## src/rtl/crc_engine.sv

```systemverilog
// Parametrised CRC generator/checker: frame of len beats, MSB-first Galois update,
// result and residue match presented after a one-cycle FIN state.
module crc_engine #(
    parameter int unsigned      CRC_W   = 16,
    parameter logic [CRC_W-1:0] POLY    = CRC_W'(32'h1021),
    parameter logic [CRC_W-1:0] INIT    = CRC_W'(32'hFFFF),
    parameter logic [CRC_W-1:0] XOR_OUT = CRC_W'(32'h0000),
    parameter logic [CRC_W-1:0] RESIDUE = CRC_W'(32'h0000),
    parameter int unsigned      DATA_W  = 8,
    parameter int unsigned      LEN_W   = 8
) (
    input  logic              clock_i,
    input  logic              reset_n_i,
    input  logic              start_i,
    input  logic [LEN_W-1:0]  len_i,
    input  logic              abort_i,
    input  logic              in_valid_i,
    output logic              in_ready_o,
    input  logic [DATA_W-1:0] in_data_i,
    output logic              busy_o,
    output logic              done_o,
    output logic [CRC_W-1:0]  crc_o,
    output logic              match_o
);

    typedef enum logic [1:0] {StIdle, StRun, StFin} state_e;

    state_e             state_q, state_d;
    logic [CRC_W-1:0]   r_q, r_d;
    logic [LEN_W-1:0]   cnt_q, cnt_d;
    logic [CRC_W-1:0]   crc_q, crc_d;
    logic               match_q, match_d;

    // Folds all DATA_W bits of one beat, MSB first, in a single cycle.
    function automatic logic [CRC_W-1:0] fold(input logic [CRC_W-1:0] r_in,
                                              input logic [DATA_W-1:0] d);
        logic [CRC_W-1:0] r;
        logic             fb;
        r = r_in;
        for (int i = DATA_W - 1; i >= 0; i--) begin
            fb = r[CRC_W-1] ^ d[i];
            r  = {r[CRC_W-2:0], 1'b0} ^ (fb ? POLY : '0);
        end
        return r;
    endfunction

    always_comb begin
        state_d    = state_q;
        r_d        = r_q;
        cnt_d      = cnt_q;
        crc_d      = crc_q;
        match_d    = match_q;
        in_ready_o = (state_q == StRun);
        busy_o     = (state_q == StRun);
        done_o     = 1'b0;
        unique case (state_q)
            StIdle: begin
                if (start_i && !abort_i) begin
                    r_d = INIT;
                    if (len_i != '0) begin
                        cnt_d   = len_i;
                        state_d = StRun;
                    end else begin
                        state_d = StFin;
                    end
                end
            end
            StRun: begin
                if (abort_i) begin
                    r_d     = INIT;
                    cnt_d   = '0;
                    state_d = StIdle;
                end else if (in_valid_i) begin
                    r_d   = fold(r_q, in_data_i);
                    cnt_d = cnt_q - LEN_W'(1);
                    if (cnt_q == LEN_W'(1)) begin
                        state_d = StFin;
                    end
                end
            end
            StFin: begin
                // An abort here cancels the result: no pulse, outputs keep the old frame.
                if (abort_i) begin
                    r_d = INIT;
                end else begin
                    done_o  = 1'b1;
                    crc_d   = r_q ^ XOR_OUT;
                    match_d = (r_q == RESIDUE);
                end
                state_d = StIdle;
            end
            default: state_d = StIdle;
        endcase
    end

    always_ff @(posedge clock_i or negedge reset_n_i) begin
        if (!reset_n_i) begin
            state_q <= StIdle;
            r_q     <= INIT;
            cnt_q   <= '0;
            crc_q   <= '0;
            match_q <= 1'b0;
        end else begin
            state_q <= state_d;
            r_q     <= r_d;
            cnt_q   <= cnt_d;
            crc_q   <= crc_d;
            match_q <= match_d;
        end
    end

    assign crc_o   = crc_q;
    assign match_o = match_q;

endmodule

```

## config.mk

```make
export PLATFORM = sky130hd
export DESIGN_NAME = crc_engine
export DESIGN_NICKNAME = d
export VERILOG_FILES = /design/src/rtl/crc_engine.sv
export SDC_FILE = /design/constraint.sdc
export NUM_CORES = 1
export LEC_CHECK = 0
export CAP_MARGIN = 20
export CORE_ASPECT_RATIO = 1.25
export CORE_MARGIN = 1
export CORE_UTILIZATION = 45
export DETAILED_ROUTE_END_ITERATION = 10
export GPL_TIMING_DRIVEN = 0
export PLACE_DENSITY = 0.77
export SLEW_MARGIN = 20
export SYNTH_ARGS = -nofsm -noshare
export SYNTH_HDL_FRONTEND = slang
export SYNTH_SLANG_ARGS = --single-unit
```

## constraint.sdc

```tcl
create_clock -name clock_i -period 1.6 [get_ports clock_i]
set_input_delay 0.16 -clock clock_i [delete_from_list [all_inputs] [get_ports clock_i]]
set_output_delay 0.16 -clock clock_i [all_outputs]
set_load 0.005 [all_outputs]
```

* After elaboration in Yosys (flattened, before gate mapping)
Cells that the tools add are included.
** Cells by class
- Add/subtract/negate cells :: 1
- Eq/ne operators :: 8
- Muxes and demuxes :: 26
- Bitwise operators :: 17
- Reductions and logical operators :: 11
** Operator list (number)
- XOR 16 x 13 -> 16 bit :: 8
- 2-to-1 mux 13 bit :: 8
- 2-to-1 mux 16 bit :: 4
- one-hot mux 16 bit (3 select lines) :: 1
- 2-to-1 mux 8 bit :: 4
- zero test 16 bit :: 1
- one-hot mux 8 bit (2 select lines) :: 1
- 2-to-1 mux 2 bit :: 5
- equality test 8 x 1 -> 1 bit (second input constant) :: 1
- AND reduction 4 bit :: 2
- nonzero test 8 bit :: 1
- subtractor 8 x 1 -> 8 bit (second input constant) :: 1
- XOR 1 bit :: 8
- != test 2 bit (second input constant) :: 3
- one-hot mux 2 bit (2 select lines) :: 1
- != test 3 x 2 -> 1 bit (second input constant) :: 1
- != test 3 bit (second input constant) :: 1
- AND reduction 3 bit :: 1
- nonzero test 3 bit :: 1
- equality test 2 x 1 -> 1 bit (second input constant) :: 1
- equality test 2 bit (second input constant) :: 1
- zero test 2 bit :: 1
- 2-to-1 mux 1 bit :: 2
- AND reduction 2 bit :: 1
- other kinds (4) :: 4
** Storage, ports and cells
- Bits in registers :: 43
- Input bits :: 21
- Output and inout port bits :: 20
- Word-level logic and storage cells :: 68

* Longest topological paths before layout
Gate-level depths: netlist of the first run.
- Depth in word-level cells :: 27
- Depth in mapped cells :: 7
- Gate-level depth less buffers :: 5

* Worst setup path after synthesis of the first run
No wires, ideal clock.
- Kind :: flip-flop to flip-flop
- Start :: reg state_q[1]
- End :: reg cnt_q[7]
- Setup time :: 78 ps
- Data arrival time :: 1415 ps
- Required time :: 1522 ps
- Path slack :: 107 ps
- Cell stages (with the launch flop) :: 6
- Buffers on the path :: 1
- Clock period less this slack :: 1493 ps
- Cells stage by stage :: dfrtp_1 -> buf_2 -> nor3b_4 -> nand3_1 -> a2111oi_0 -> o21bai_1
** On the way
- Longest elaborated chain between the ends :: 3
- Elaborated cells on any way between the ends :: 8
- Those cells by class :: eq/ne: 4; mux: 1; reduce/logical: 3
** Ends and longest elaborated chain
- start: declaration :: RTL line 28 : state_e state_q, state_d;
- start signal: assignment :: RTL line 98 : state_q <= StIdle;
- start signal: assignment :: RTL line 104 : state_q <= state_d;
- equality test 2 x 1 -> 1 bit / zero test 2 bit (equally long branches) :: RTL line 56 : unique case (state_q)
- != test 3 bit (no source line) (tied with other cells)
- AND reduction 4 bit (no source line)
- end signal: assignment :: RTL line 106 : cnt_q <= cnt_d;
- end: declaration :: RTL line 30 : logic [LEN_W-1:0] cnt_q, cnt_d;
Parallel ways exist; a longest one is shown, timed or not.
A chain may end at the register's enable or synchronous reset.

* Final worst setup path of the first run
- Start :: reg state_q[0]
- End :: reg r_q[10]
** On the way
- Longest elaborated chain between the ends :: 3
- Elaborated cells on any way between the ends :: 9
- Those cells by class :: eq/ne: 5; mux: 1; reduce/logical: 3
** Ends and longest elaborated chain
- equality test 2 x 1 -> 1 bit (tied with other cells) :: RTL line 56
- != test 3 bit (no source line) (tied with other cells)
- AND reduction 4 bit (no source line)
- end signal: assignment :: RTL line 105 : r_q <= r_d;
- end: declaration :: RTL line 29 : logic [CRC_W-1:0] r_q, r_d;
Parallel ways exist; a longest one is shown, timed or not.

==> impl_results.html, run 1 <==
<table>
<tr><th>Metric</th><th>Value</th></tr>
<tr><th colspan="2">GRT</th></tr>
<tr><td>Grt ovf</td><td>0</td></tr>
<tr><td>Global-route wire length before repair</td><td>9.07 mm</td></tr>
<tr><td>Maximum number of pins on one net before global-route repair</td><td>23</td></tr>
<tr><td>Vias in the first global route</td><td>roughly 1900</td></tr>
<tr><td>Overall track demand over capacity in global routing</td><td>0.228</td></tr>
<tr><td>Number of antenna violations at the first check in global routing</td><td>0</td></tr>
<tr><th colspan="2">Cells and area</th></tr>
<tr><td>Total number of nets in the final design</td><td>317</td></tr>
<tr><td>Area growth, synth to finish</td><td>46.0%</td></tr>
<tr><td>Number of inserted diodes</td><td>0</td></tr>
<tr><td>Layout cell share with drive strength beyond 1</td><td>0.312</td></tr>
<tr><td>Non-filler instance count after layout</td><td>355</td></tr>
<tr><th colspan="2">Logic synthesis</th></tr>
<tr><td>Cell types occupying the most area after synthesis</td><td>dfrtp_1, dfstp_2, nand2_1</td></tr>
<tr><td>Cell area after synthesis</td><td>around 2300 µm²</td></tr>
<tr><td>Synth warn</td><td>0</td></tr>
<tr><td>Number of distinct standard cells referenced by the synthesized netlist</td><td>48</td></tr>
<tr><td>Average size of a mapped cell</td><td>about 9.9 µm²</td></tr>
<tr><td>Flip-flop and latch count after synthesis</td><td>43</td></tr>
<tr><td>Most instantiated cells after synthesis</td><td>nand2_1, dfrtp_1, xnor2_1, dfstp_2, a2bb2oi_1</td></tr>
<tr><td>Cell count after synthesis</td><td>228</td></tr>
<tr><td>Share of Yosys cell area claimed by the top area cell type</td><td>0.299</td></tr>
<tr><td>Primary flip-flop cell chosen by synthesis mapping</td><td>dfrtp_1</td></tr>
<tr><td>Net count after synthesis</td><td>251</td></tr>
<tr><td>Cell accounting for the most synthesized area</td><td>dfrtp_1</td></tr>
<tr><td>Share of flip-flops with an asynchronous set or reset</td><td>1.00</td></tr>
<tr><td>Library cell with the highest instance count after synthesis</td><td>nand2_1</td></tr>
<tr><td>Sequential fraction of the synthesis area</td><td>0.485</td></tr>
<tr><td>Post-synth EDFFs</td><td>0</td></tr>
<tr><th colspan="2">Power and ir drop</th></tr>
<tr><td>Maximum ir drop on the vdd rail</td><td>0.881 mV</td></tr>
<tr><td>Leak Pwr</td><td>1.40 nW</td></tr>
<tr><td>Total power density per cell area</td><td>1020 nW/µm²</td></tr>
<tr><td>Total Power</td><td>3.38 mW</td></tr>
<tr><th colspan="2">Timing</th></tr>
<tr><td>Final TNS setup</td><td>-0.361 ns</td></tr>
<tr><td>Achievable clock frequency</td><td>608 MHz</td></tr>
<tr><td>Worst-margin pin slew</td><td>roughly 0.54 ns</td></tr>
<tr><td>Final hold slack</td><td>0.0965 ns</td></tr>
<tr><td>Number of endpoints with negative hold slack in the final report</td><td>0</td></tr>
<tr><td>Worst Clk Skew</td><td>0.00372 ns</td></tr>
<tr><td>Rel. slew slack</td><td>0.637</td></tr>
<tr><td>Final period utilization</td><td>1.03</td></tr>
<tr><td>Max-slew violation total from the final report</td><td>0</td></tr>
<tr><td>Smallest setup slack after layout</td><td>-0.0441 ns</td></tr>
<tr><td>Unrepaired setup endpoints after global routing</td><td>true</td></tr>
<tr><td>Final setup violation count</td><td>14</td></tr>
<tr><td>Final critical delay including setup and external delays</td><td>1.64 ns</td></tr>
<tr><th colspan="2">Setup path</th></tr>
<tr><td>Worst R2R Setup Slack</td><td>-0.04 ns</td></tr>
<tr><td>Setup crit start kind</td><td>register</td></tr>
<tr><td>Reg-to-reg endpoint</td><td>r_q[10]$_DFFE_PN1P_</td></tr>
<tr><td>Critical path type</td><td>reg -&gt; reg</td></tr>
<tr><td>Capturing instance or port of the critical path</td><td>r_q[10]$_DFFE_PN1P_</td></tr>
<tr><td>Worst path arrival time</td><td>1.87 ns</td></tr>
<tr><td>Origin of the worst setup path</td><td>state_q[0]$_DFFE_PN0P_</td></tr>
<tr><td>Length in cells of the worst reg-to-reg path</td><td>6</td></tr>
<tr><td>Data required time of the critical path</td><td>1.83 ns</td></tr>
<tr><td>Maximum net fanout on the critical path</td><td>8</td></tr>
<tr><td>Nature of the critical path endpoint</td><td>register</td></tr>
<tr><td>Reg-to-reg startpoint</td><td>state_q[0]$_DFFE_PN0P_</td></tr>
<tr><th colspan="2">Route</th></tr>
<tr><td>Final routed wirelength across all metal layers</td><td>between 6 and 7 mm</td></tr>
<tr><td>Via count normalized by instance count</td><td>5.55</td></tr>
<tr><td>Routed len/inst</td><td>17.0 µm</td></tr>
<tr><td>Vias post-DR</td><td>about 2000</td></tr>
<tr><td>Number of DRC markers in iteration 0</td><td>90</td></tr>
<tr><td>Drc violations</td><td>0</td></tr>
<tr><td>Number of search-and-repair iterations in the first detailed-routing pass</td><td>4</td></tr>
<tr><td>Detail Route Antenna Nets</td><td>0</td></tr>
<tr><th colspan="2">Placement</th></tr>
<tr><td>Detailed placer's ending HPWL</td><td>3.78 mm</td></tr>
<tr><td>Instance count after placement with tap cells included</td><td>328</td></tr>
<tr><td>Routability-driven placement congestion ratio</td><td>0.945</td></tr>
<tr><td>Total of buffers placed on input and output ports</td><td>39</td></tr>
<tr><th colspan="2">Run</th></tr>
<tr><td>Count of max-cap constraint violations</td><td>0</td></tr>
<tr><th colspan="2">Floorplanning</th></tr>
<tr><td>Effective utilization at floorplan</td><td>0.474</td></tr>
<tr><td>DIE HEIGHT</td><td>about 81 µm</td></tr>
<tr><td>Io pins</td><td>41</td></tr>
<tr><td>Std-Cell Rows</td><td>28</td></tr>
<tr><td>Die X</td><td>65.4 µm</td></tr>
<tr><td>Die Outline Area</td><td>5310 µm²</td></tr>
<tr><td>Core region area</td><td>between 4000 and 5000 µm²</td></tr>
<tr><th colspan="2">Clock tree</th></tr>
<tr><td>Clock H-tree levels</td><td>2</td></tr>
<tr><td>Longest Clk Path Bufs</td><td>2</td></tr>
<tr><td>Source-to-sink clock delay at the later pin of the worst-skew pair</td><td>0.30 ns</td></tr>
<tr><td>Root Driver</td><td>clkbuf_8</td></tr>
<tr><td>Number of buffers inserted during clock tree synthesis</td><td>5</td></tr>
<tr><td>CTS tree</td><td>yes</td></tr>
<tr><td>Reg clk slew, reported paths</td><td>0.08 ns</td></tr>
<tr><td># clock sinks</td><td>43</td></tr>
<tr><th colspan="2">Hold path</th></tr>
<tr><td>Worst hold path type</td><td>in -&gt; reg</td></tr>
<tr><th colspan="2">Run status</th></tr>
<tr><td>Violations in the final reports</td><td>negative setup slack</td></tr>
<tr><td>Status</td><td>complete, but fails checks</td></tr>
</table>
cell usage in the layout, fill, tap and decap left out, drive strengths merged, types with 2 or more instances in the layout:
master,instances
ha,2
clkinv,2
nor3,6
or3,2
nor4,8
nand3,2
nand2b,2
dfstp,16
clkbuf,8
xor2,6
mux2,3
buf,28
nand2,57
o21bai,2
o31ai,4
a211oi,3
a32oi,3
nor3b,2
dlymetal6s2s,2
a2bb2oi,9
inv,6
o22a,4
o21ai,6
nor2,6
dfrtp,27
mux2i,2
a21oi,9
xnor2,18
clkdlybuf4s50,33
dlygate4sd2,3
sequential cells by signal, summed over array words and instances, names as in the netlist:
register,cells
state_q,2
crc_o,16
match_o,1
cnt_q,8
r_q,16
metrics by stage:
step                instance area (µm²)  worst slack (ns)   util
floorplan                          2260             0.107      -
global placement                   2730            -0.723  0.572
detailed placement                 2750            -0.544  0.577
CTS                                3000           -0.0681  0.629
global route                       3300            -0.128  0.692
finish                             3300           -0.0441  0.692
routing by layer:
layer | vias up | global-route usage | routed length [µm] | share of wire
met5 | - | 0 | 0 | 0
met4 | 0 | 0.0826 | 163 | 0.027
met3 | 17 | 0.0463 | 233 | 0.039
met2 | 66 | 0.412 | 3300 | 0.55
met1 | 965 | 0.263 | 2330 | 0.39
li1 | 923 | - | - | -
cell type report:
| class | count | area [µm²] |
|---|---|---|
| tap | 60 | 75.1 |
| clock inverter | 2 | 12.5 |
| fill | 361 | 1470 |
| inverter | 7 | 31.3 |
| multi-input combinational | 168 | 1300 |
| timing repair buffer | 61 | 614 |
| sequential | 43 | 1100 |
| buffer | 8 | 92.6 |
| clock buffer | 6 | 72.6 |
repair_timing:
| action | 4_1_cts | 5_1_grt |
|---|---|---|
| resized for setup | 26 | 37 |
| hold endpoints to repair | 13 | 0 |
| pin swaps | 2 | 12 |
| cloned | 0 | 1 |
| setup buffers | 9 | 10 |
| endpoints found under the setup margin | 30 | 24 |
| hold buffers | 1 | 0 |
cell families (layout without fill, tap and decap cells):
logic type,Yosys count,count (layout),share of synthesized area
and+or+nand+nor,92,92,0.201
adders and majority gates,2,2,0.0111
xor gates and xnor gates,24,24,0.0930
DFF,43,43,0.485
muxes,5,5,0.0238
buffers and inverters,17,84,0.0376
AOI/OAI and AO/OA,45,45,0.148
critical path, stage by stage (launching register included):
cell and delay, ns:
dfrtp_2 0.43, buf_6 0.14, nor3b_4 0.31, nor3_4 0.10, a21oi_4 0.15, buf_12 0.14, mux2_4 0.30
report_power, final:
group          switching, mW  internal, mW  total (mW)
sequential             0.198          1.31        1.51
clock                  0.381         0.305       0.686
combinational          0.543         0.644        1.19
total                   1.12          2.26        3.38
worst min path at each step:
stage | cells past startpoint | endpoint | from | slack (ns)
2_1_floorplan | 0 | cnt_q[0]$_DFFE_PN0P_ | reset_n_i | -0.14
3_3_place_gp | 2 | state_q[0]$_DFFE_PN0P_ | abort_i | 0.40
3_5_place_dp | 1 | crc_o[3]$_DFFE_PN0P_ | reset_n_i | 0.17
4_1_cts | 2 | state_q[1]$_DFFE_PN0P_ | abort_i | 0.09
5_1_grt | 2 | state_q[0]$_DFFE_PN0P_ | abort_i | 0.1
6_report | 2 | state_q[1]$_DFFE_PN0P_ | abort_i | 0.1
Power figures use the tool's default switching activity.
==> run 2, diff against run 1 <==
--- a/constraint.sdc
+++ b/constraint.sdc
@@ -3,2 +3,2 @@
 set_output_delay 0.16 -clock clock_i [all_outputs]
-set_load 0.005 [all_outputs]
+set_load 0.01 [all_outputs]
==> run 2 against run 1 <==
Effect of this change: the flow still finishes with violations (negative setup slack); utilization shrank 1.8 points; total power up 0.18%; flip-flop and latch count is the same; critical path depth down 2; clock-buffer cell count stayed put; combinational power about the same; sequential power hardly changed; worst setup slack improved by 0.020 ns; clock power about the same; non-clock buffer count is 2 lower; highest routed layer unchanged.
==> impl_results.html, run 2 (synthesized netlist as in run 1, its figures left out) <==
<table>
<tr><th>Metric</th><th>Value</th></tr>
<tr><th colspan="2">GRT</th></tr>
<tr><td>Maximum number of pins on one net before global-route repair</td><td>23 (unchanged)</td></tr>
<tr><td>Vias in the first global route</td><td>1911 (+2.5%)</td></tr>
<tr><td>Overall track demand over capacity in global routing</td><td>0.233 (+0.00477)</td></tr>
<tr><td>Global-route wire length before repair</td><td>9.25 mm (+2.0%)</td></tr>
<tr><td>Number of antenna violations at the first check in global routing</td><td>0 (unchanged)</td></tr>
<tr><td>Grt ovf</td><td>0 (unchanged)</td></tr>
<tr><th colspan="2">Setup path</th></tr>
<tr><td>Setup crit start kind</td><td>register</td></tr>
<tr><td>CP peak stage delay</td><td>0.59 ns (+0.16 ns)</td></tr>
<tr><td>Slowest stage cell, crit path</td><td>dfstp_2</td></tr>
<tr><td>Length in cells of the worst reg-to-reg path</td><td>4 (-2)</td></tr>
<tr><td>Worst path arrival time</td><td>1.86 ns (about the same)</td></tr>
<tr><td>CP delay by family, top</td><td>XOR/XNOR gates</td></tr>
<tr><td>Critical path type</td><td>reg -&gt; reg</td></tr>
<tr><td>Data required time of the critical path</td><td>1.84 ns (about the same)</td></tr>
<tr><td>Combined buffer and inverter count along the critical path</td><td>0 (-2)</td></tr>
<tr><td>Most common cell on crit path</td><td>xor2_1</td></tr>
<tr><td>Number of gates on the worst path with buffers counted</td><td>4 (-2)</td></tr>
<tr><td>Nature of the critical path endpoint</td><td>register</td></tr>
<tr><td>Reg-to-reg startpoint</td><td>r_q[12]$_DFFE_PN1P_</td></tr>
<tr><td>Origin of the worst setup path</td><td>r_q[12]$_DFFE_PN1P_</td></tr>
<tr><td>Worst path cell trace</td><td>xor2_1 -&gt; xnor2_1 -&gt; xor2_1 -&gt; a2bb2oi_2</td></tr>
<tr><td>Maximum net fanout on the critical path</td><td>4 (-4)</td></tr>
<tr><th colspan="2">Cells and area</th></tr>
<tr><td>Highest-count cells in the layout ignoring fill and taps</td><td>nand2_1, clkdlybuf4s50_1, dfrtp_1, xnor2_1, dfstp_2</td></tr>
<tr><td>Layout cell share with drive strength beyond 1</td><td>0.294 (-0.0183)</td></tr>
<tr><td>Non-filler instance count after layout</td><td>353 (-0.56%)</td></tr>
<tr><td>Number of inserted diodes</td><td>0 (unchanged)</td></tr>
<tr><td>Total number of nets in the final design</td><td>315 (-0.63%)</td></tr>
<tr><td>Final standard cell area without fillers</td><td>3210 µm² (-2.5%)</td></tr>
<tr><td>Area growth, synth to finish</td><td>42.2%</td></tr>
<tr><td>Most common cell after layout, fill and taps aside</td><td>nand2_1</td></tr>
<tr><th colspan="2">Floorplanning</th></tr>
<tr><td>Io pins</td><td>41 (unchanged)</td></tr>
<tr><td>DIE HEIGHT</td><td>81.2 µm (unchanged)</td></tr>
<tr><td>Effective utilization at floorplan</td><td>0.474 (unchanged)</td></tr>
<tr><td>Std-Cell Rows</td><td>28 (unchanged)</td></tr>
<tr><td>Die X</td><td>65.4 µm (unchanged)</td></tr>
<tr><td>Core region area</td><td>4760 µm² (unchanged)</td></tr>
<tr><td>Die Outline Area</td><td>5310 µm² (unchanged)</td></tr>
<tr><th colspan="2">Run status</th></tr>
<tr><td>Status</td><td>complete, but fails checks</td></tr>
<tr><td>Violations in the final reports</td><td>negative setup slack</td></tr>
<tr><th colspan="2">Route</th></tr>
<tr><td>Routed len/inst</td><td>16.1 µm (-5.0%)</td></tr>
<tr><td>Via count normalized by instance count</td><td>5.46 (-1.6%)</td></tr>
<tr><td>Final routed wirelength across all metal layers</td><td>5.69 mm (-5.6%)</td></tr>
<tr><td>Detail Route Antenna Nets</td><td>0 (unchanged)</td></tr>
<tr><td>Number of DRC markers in iteration 0</td><td>127 (+41%)</td></tr>
<tr><td>Drc violations</td><td>0 (unchanged)</td></tr>
<tr><td>Vias post-DR</td><td>1928 (-2.2%)</td></tr>
<tr><td>Number of search-and-repair iterations in the first detailed-routing pass</td><td>4 (unchanged)</td></tr>
<tr><th colspan="2">Run</th></tr>
<tr><td>Count of max-cap constraint violations</td><td>0 (unchanged)</td></tr>
<tr><th colspan="2">Hold path</th></tr>
<tr><td>Depth of the worst hold-timing path</td><td>2 (unchanged)</td></tr>
<tr><td>Hold Crit Start</td><td>abort_i</td></tr>
<tr><td>Worst hold path type</td><td>in -&gt; reg</td></tr>
<tr><th colspan="2">Timing</th></tr>
<tr><td>Smallest setup slack after layout</td><td>-0.0238 ns (+0.0203 ns)</td></tr>
<tr><td>Unrepaired setup endpoints after global routing</td><td>true</td></tr>
<tr><td>Final setup violation count</td><td>7 (-7)</td></tr>
<tr><td>Final critical delay including setup and external delays</td><td>1.62 ns (-0.0203 ns)</td></tr>
<tr><td>Worst Clk Skew</td><td>0.00282 ns (-0.000895 ns)</td></tr>
<tr><td>Final period utilization</td><td>1.01 (-0.0127)</td></tr>
<tr><td>Achievable clock frequency</td><td>616 MHz (+1.3%)</td></tr>
<tr><td>Rel. slew slack</td><td>0.640 (+0.00267)</td></tr>
<tr><td>Number of endpoints with negative hold slack in the final report</td><td>0 (unchanged)</td></tr>
<tr><td>Max-slew violation total from the final report</td><td>0 (unchanged)</td></tr>
<tr><td>Worst-margin pin slew</td><td>0.540 ns (-0.00400 ns)</td></tr>
<tr><th colspan="2">Clock tree</th></tr>
<tr><td>Reg clk slew, reported paths</td><td>0.08 ns (about the same)</td></tr>
<tr><td>Root Driver</td><td>clkbuf_8</td></tr>
<tr><td>CTS tree</td><td>yes</td></tr>
<tr><td>Longest Clk Path Bufs</td><td>2 (unchanged)</td></tr>
<tr><td>Source-to-sink clock delay at the later pin of the worst-skew pair</td><td>0.30 ns (about the same)</td></tr>
<tr><td># clock sinks</td><td>43 (unchanged)</td></tr>
<tr><td>Clock H-tree levels</td><td>2 (unchanged)</td></tr>
<tr><td>Number of buffers inserted during clock tree synthesis</td><td>5 (unchanged)</td></tr>
<tr><th colspan="2">Power and ir drop</th></tr>
<tr><td>Maximum ir drop on the vdd rail</td><td>0.686 mV (-22%)</td></tr>
<tr><td>Total power density per cell area</td><td>1050 nW/µm² (+2.8%)</td></tr>
<tr><td>Leak Pwr</td><td>1.37 nW (-2.0%)</td></tr>
<tr><td>Total Power</td><td>3.39 mW (+0.18%)</td></tr>
<tr><th colspan="2">Placement</th></tr>
<tr><td>Total of buffers placed on input and output ports</td><td>39 (unchanged)</td></tr>
<tr><td>Pre-CTS WS</td><td>-0.580 ns (-0.0355 ns)</td></tr>
<tr><td>Instance count after placement with tap cells included</td><td>328 (unchanged)</td></tr>
<tr><td>Cell Area, Placed</td><td>2750 µm² (unchanged)</td></tr>
<tr><td>Detailed placer's ending HPWL</td><td>3.78 mm (unchanged)</td></tr>
<tr><td>Routability-driven placement congestion ratio</td><td>0.945 (unchanged)</td></tr>
</table>
run 2: changes by cell type in the layout (fill, tap and decap cells not counted), moves of 2 or more:
cell	change
xor2_1	+3
xor2_2	-3
dfrtp_1	-2
dfrtp_2	+2
dlygate4sd2_1	-2
run 2: where the power goes:
part	leakage [nW]	switching [mW]	internal, mW
combinational	0.803	0.568	0.638
sequential	0.525	0.180	1.31
clock	0.0412	0.382	0.305
run 2: cell type report:
cell class | instances | area, µm²
clock inverter | 2 | 12.5
timing repair buffer | 59 | 587
buffer | 8 | 77.6
multi-input combinational | 168 | 1260
sequential | 43 | 1100
clock buffer | 6 | 72.6
tap | 60 | 75.1
fill | 367 | 1550
inverter | 7 | 31.3
run 2: final timing paths:
| check | slack, ns | end |
|---|---|---|
| setup / recovery | -0.02 | r_q[5]$_DFFE_PN1P_ |
| hold / removal | 0.09 | state_q[1]$_DFFE_PN0P_ |
| setup reg to reg | -0.02 | r_q[5]$_DFFE_PN1P_ |
| hold reg to reg | 0.48 | crc_o[12]$_DFFE_PN0P_ |
| max in group asynchronous | 0.65 | r_q[2]$_DFFE_PN1P_ |
| min in group asynchronous | 0.37 | crc_o[3]$_DFFE_PN0P_ |
run 2: metal layers:
metal / part of all wire / vias up / track usage / wire (µm)
li1: - / 925 / - / -
met5: 0 / - / 0 / 0
met3: 0.034 / 13 / 0.0379 / 196
met2: 0.55 / 54 / 0.424 / 3120
met4: 0.021 / 0 / 0.0957 / 120
met1: 0.40 / 936 / 0.267 / 2260
run 2: metrics by stage:
step	hold slack, ns	TNS (ns)	utilization
3_3_place_gp	0.395	-31.28	0.572
6_report	0.0904	-0.107	0.675
2_1_floorplan	-0.136	0	-
5_1_grt	0.0871	-1.33	0.675
4_1_cts	0.0913	-0.166	0.639
3_5_place_dp	0.169	-7.90	0.577
run 2: what timing repair did:
item | 4_1_cts | 5_1_grt
resized for setup | 33 | 27
hold buffers | 1 | 0
cloned | 1 | 0
pin swaps | 6 | 12
hold endpoints to repair | 13 | 0
setup endpoints to repair | 30 | 27
buffers inserted | 9 | 8
==> run 3, diff against run 2 <==
CTS_CLUSTER_DIAMETER = 100   (was not set)
MAX_ROUTING_LAYER = met4   (was not set)
PLACE_DENSITY = 0.74   (was 0.77)
clock period = 1.85 ns   (was 1.6 ns; I/O delays follow)
==> run 3 against run 2 <==
Effect of this change: the run now ends clean; total power down 16%; first-iteration DRC count down 18%; critical path type is now reg -> out; die area unchanged; largest cell class unchanged; critical endpoint is now done_o.
==> impl_results.html, run 3 (synthesized netlist as in run 1, its figures left out) <==
<table>
<tr><th>Metric</th><th>Value</th></tr>
<tr><th colspan="2">Run status</th></tr>
<tr><td>Status</td><td>completed</td></tr>
<tr><th colspan="2">Floorplanning</th></tr>
<tr><td>Die Outline Area</td><td>5310 µm² (unchanged)</td></tr>
<tr><td>Effective utilization at floorplan</td><td>0.474 (unchanged)</td></tr>
<tr><td>DIE HEIGHT</td><td>81.2 µm (unchanged)</td></tr>
<tr><td>Die X</td><td>65.4 µm (unchanged)</td></tr>
<tr><td>Std-Cell Rows</td><td>28 (unchanged)</td></tr>
<tr><td>Io pins</td><td>41 (unchanged)</td></tr>
<tr><td>Core region area</td><td>4760 µm² (unchanged)</td></tr>
<tr><th colspan="2">Route</th></tr>
<tr><td>Routed len/inst</td><td>15.0 µm (-6.7%)</td></tr>
<tr><td>Number of DRC markers in iteration 0</td><td>104 (-18%)</td></tr>
<tr><td>Vias post-DR</td><td>1858 (-3.6%)</td></tr>
<tr><td>Drc violations</td><td>0 (unchanged)</td></tr>
<tr><td>Number of search-and-repair iterations in the first detailed-routing pass</td><td>4 (unchanged)</td></tr>
<tr><td>Final routed wirelength across all metal layers</td><td>5.08 mm (-11%)</td></tr>
<tr><td>Via count normalized by instance count</td><td>5.50 (+0.65%)</td></tr>
<tr><td>Detail Route Antenna Nets</td><td>0 (unchanged)</td></tr>
<tr><th colspan="2">Setup path</th></tr>
<tr><td>Maximum net fanout on the critical path</td><td>10 (+6)</td></tr>
<tr><td>Data required time of the critical path</td><td>1.66 ns (-0.18 ns)</td></tr>
<tr><td>Worst path arrival time</td><td>1.62 ns (-0.24 ns)</td></tr>
<tr><td>Reg-to-reg startpoint</td><td>state_q[1]$_DFFE_PN0P_</td></tr>
<tr><td>Worst R2R Setup Slack</td><td>0.14 ns (+0.16 ns)</td></tr>
<tr><td>Setup crit start kind</td><td>register</td></tr>
<tr><td>Nature of the critical path endpoint</td><td>output pin</td></tr>
<tr><td>Slowest stage cell, crit path</td><td>clkdlybuf4s50_1</td></tr>
<tr><td>Reg-to-reg endpoint</td><td>cnt_q[7]$_DFFE_PN0P_</td></tr>
<tr><td>Length in cells of the worst reg-to-reg path</td><td>5 (+1)</td></tr>
<tr><td>Critical path type</td><td>reg -&gt; out</td></tr>
<tr><td>Worst path cell trace</td><td>nor2_2 -&gt; nand2_4 -&gt; clkinv_4 -&gt; clkdlybuf4s50_1</td></tr>
<tr><td>CP peak stage delay</td><td>0.52 ns (-0.07 ns)</td></tr>
<tr><th colspan="2">Timing</th></tr>
<tr><td>Worst Clk Skew</td><td>0.00330 ns (+0.000476 ns)</td></tr>
<tr><td>Final setup violation count</td><td>0 (-7)</td></tr>
<tr><td>Final critical delay including setup and external delays</td><td>1.80 ns</td></tr>
<tr><td>Number of endpoints with negative hold slack in the final report</td><td>0 (unchanged)</td></tr>
<tr><td>Final TNS setup</td><td>0 ns (+0.107 ns)</td></tr>
<tr><td>Achievable clock frequency</td><td>555 MHz</td></tr>
<tr><td>Max-slew violation total from the final report</td><td>0 (unchanged)</td></tr>
<tr><td>Worst-margin pin slew</td><td>0.437 ns (-0.103 ns)</td></tr>
<tr><td>Rel. slew slack</td><td>0.708 (+0.0677)</td></tr>
<tr><td>Final period utilization</td><td>0.974</td></tr>
<tr><th colspan="2">Cells and area</th></tr>
<tr><td>Most common cell after layout, fill and taps aside</td><td>nand2_1</td></tr>
<tr><td>Total number of nets in the final design</td><td>301 (-4.4%)</td></tr>
<tr><td>Layout cell share with drive strength beyond 1</td><td>0.183 (-0.110)</td></tr>
<tr><td>FF+latch area</td><td>1100 µm² (-0.23%)</td></tr>
<tr><td>Number of fillers in the final layout</td><td>454 (+24%)</td></tr>
<tr><td>Area growth, synth to finish</td><td>29.3%</td></tr>
<tr><td>Non-filler instance count after layout</td><td>338 (-4.2%)</td></tr>
<tr><td>Multi-input combinational cell area</td><td>1120 µm² (-11%)</td></tr>
<tr><td>Highest-count cells in the layout ignoring fill and taps</td><td>nand2_1, clkdlybuf4s50_1, dfrtp_1, xnor2_1, dfstp_2</td></tr>
<tr><td>Number of inserted diodes</td><td>0 (unchanged)</td></tr>
<tr><th colspan="2">Clock tree</th></tr>
<tr><td>CTS tree</td><td>yes</td></tr>
<tr><td>Longest Clk Path Bufs</td><td>2 (unchanged)</td></tr>
<tr><td># clock sinks</td><td>43 (unchanged)</td></tr>
<tr><td>Reg clk slew, reported paths</td><td>0.07 ns (about the same)</td></tr>
<tr><td>Number of buffers inserted during clock tree synthesis</td><td>5 (unchanged)</td></tr>
<tr><td>Root Driver</td><td>clkbuf_8</td></tr>
<tr><td>Clock H-tree levels</td><td>2 (unchanged)</td></tr>
<tr><td>Source-to-sink clock delay at the later pin of the worst-skew pair</td><td>0.29 ns (about the same)</td></tr>
<tr><th colspan="2">Power and ir drop</th></tr>
<tr><td>Leak Pwr</td><td>1.24 nW (-9.6%)</td></tr>
<tr><td>Maximum ir drop on the vdd rail</td><td>0.511 mV (-25%)</td></tr>
<tr><td>Total power density per cell area</td><td>973 nW/µm² (-7.6%)</td></tr>
<tr><th colspan="2">Hold path</th></tr>
<tr><td>Depth of the worst hold-timing path</td><td>2 (unchanged)</td></tr>
<tr><td>Worst hold path type</td><td>in -&gt; reg</td></tr>
<tr><td>Endpoint with the worst hold slack</td><td>state_q[0]$_DFFE_PN0P_</td></tr>
<tr><td>Hold Crit Start</td><td>abort_i</td></tr>
<tr><th colspan="2">Placement</th></tr>
<tr><td>Detailed placer's ending HPWL</td><td>3.71 mm (-1.9%)</td></tr>
<tr><td>Total of buffers placed on input and output ports</td><td>39 (unchanged)</td></tr>
<tr><td>Instance count after placement with tap cells included</td><td>328 (unchanged)</td></tr>
<tr><td>Routability-driven placement congestion ratio</td><td>0.955 (+1.0%)</td></tr>
<tr><th colspan="2">GRT</th></tr>
<tr><td>Number of antenna violations at the first check in global routing</td><td>0 (unchanged)</td></tr>
<tr><td>Maximum number of pins on one net before global-route repair</td><td>32 (+39%)</td></tr>
<tr><td>Vias in the first global route</td><td>1846 (-3.4%)</td></tr>
<tr><td>Grt ovf</td><td>0 (unchanged)</td></tr>
<tr><td>Global-route wire length before repair</td><td>8.67 mm (-6.3%)</td></tr>
<tr><td>Overall track demand over capacity in global routing</td><td>0.223 (-0.0101)</td></tr>
<tr><th colspan="2">Run</th></tr>
<tr><td>Count of max-cap constraint violations</td><td>0 (unchanged)</td></tr>
</table>
run 3: cell types whose count changed in the layout (fill, tap and decap cells not counted), moves of 3 or more:
cell             change
mux2_2               +3
mux2_4               -3
buf_4                -7
clkdlybuf4s50_1      +5
buf_6                -7
a2bb2oi_2            -9
dlymetal6s2s_1       -3
a2bb2oi_1            +9
run 3: how the worst max path moves through the flow:
| stage | startpoint | end | slack, ns |
|---|---|---|---|
| global route | state_q[0]$_DFFE_PN0P_ | done_o | -0.04 |
| global placement | reset_n_i | cnt_q[2]$_DFFE_PN0P_ | -0.50 |
| CTS | state_q[0]$_DFFE_PN0P_ | done_o | 0.01 |
| floorplan | state_q[1]$_DFFE_PN0P_ | cnt_q[7]$_DFFE_PN0P_ | 0.36 |
| finish | state_q[0]$_DFFE_PN0P_ | done_o | 0.05 |
| detailed placement | state_q[1]$_DFFE_PN0P_ | done_o | -0.33 |
run 3: report_power, final:
group / internal [mW] / switching [mW]
Sequential: 1.13 / 0.157
Combinational: 0.445 / 0.411
Clock: 0.396 / 0.302
run 3: final cells by class:
type,instances,share of cell area
multi-input combinational,168,0.382
sequential,43,0.376
timing repair buffer,45,0.152
tap,60,0.0257
clock buffer,6,0.0248
buffer,8,0.0184
inverter,7,0.0107
clock inverter,1,0.0103
run 3: critical path, delay by kind of cell, from the launching register on:
| kind | cells | cell delay, ns |
|---|---|---|
| AND/OR/NAND/NOR | 2 | 0.28 |
| flip-flops | 1 | 0.45 |
| buffers and inverters | 2 | 0.59 |
run 3: layer usage:
metal | track usage | wire length [µm] | vias to the layer above
met5 | - | 0 | -
met4 | 0.0957 | 116 | 0
met3 | 0.0379 | 176 | 12
met2 | 0.385 | 2650 | 55
met1 | 0.252 | 2140 | 890
li1 | - | - | 901
run 3: timing repair:
action / CTS / global route
endpoints found under the hold margin: 11 / 0
pin swaps: 1 / 0
setup endpoints to repair: 4 / 9
buffers inserted: 2 / 2
gates resized for setup: 10 / 3
hold buffers: 1 / 0
run 3: stage by stage:
step	power, mW	hold WS [ns]	setup WS, ns	utilization	area (µm²)
CTS	2.85	0.113	0.0121	0.606	2890
floorplan	1.80	-0.111	0.357	-	2260
detailed placement	2.13	0.105	-0.331	0.575	2740
global placement	2.10	0.419	-0.502	0.572	2730
global route	3.02	0.122	-0.0378	0.613	2920
finish	2.84	0.124	0.0480	0.613	2920
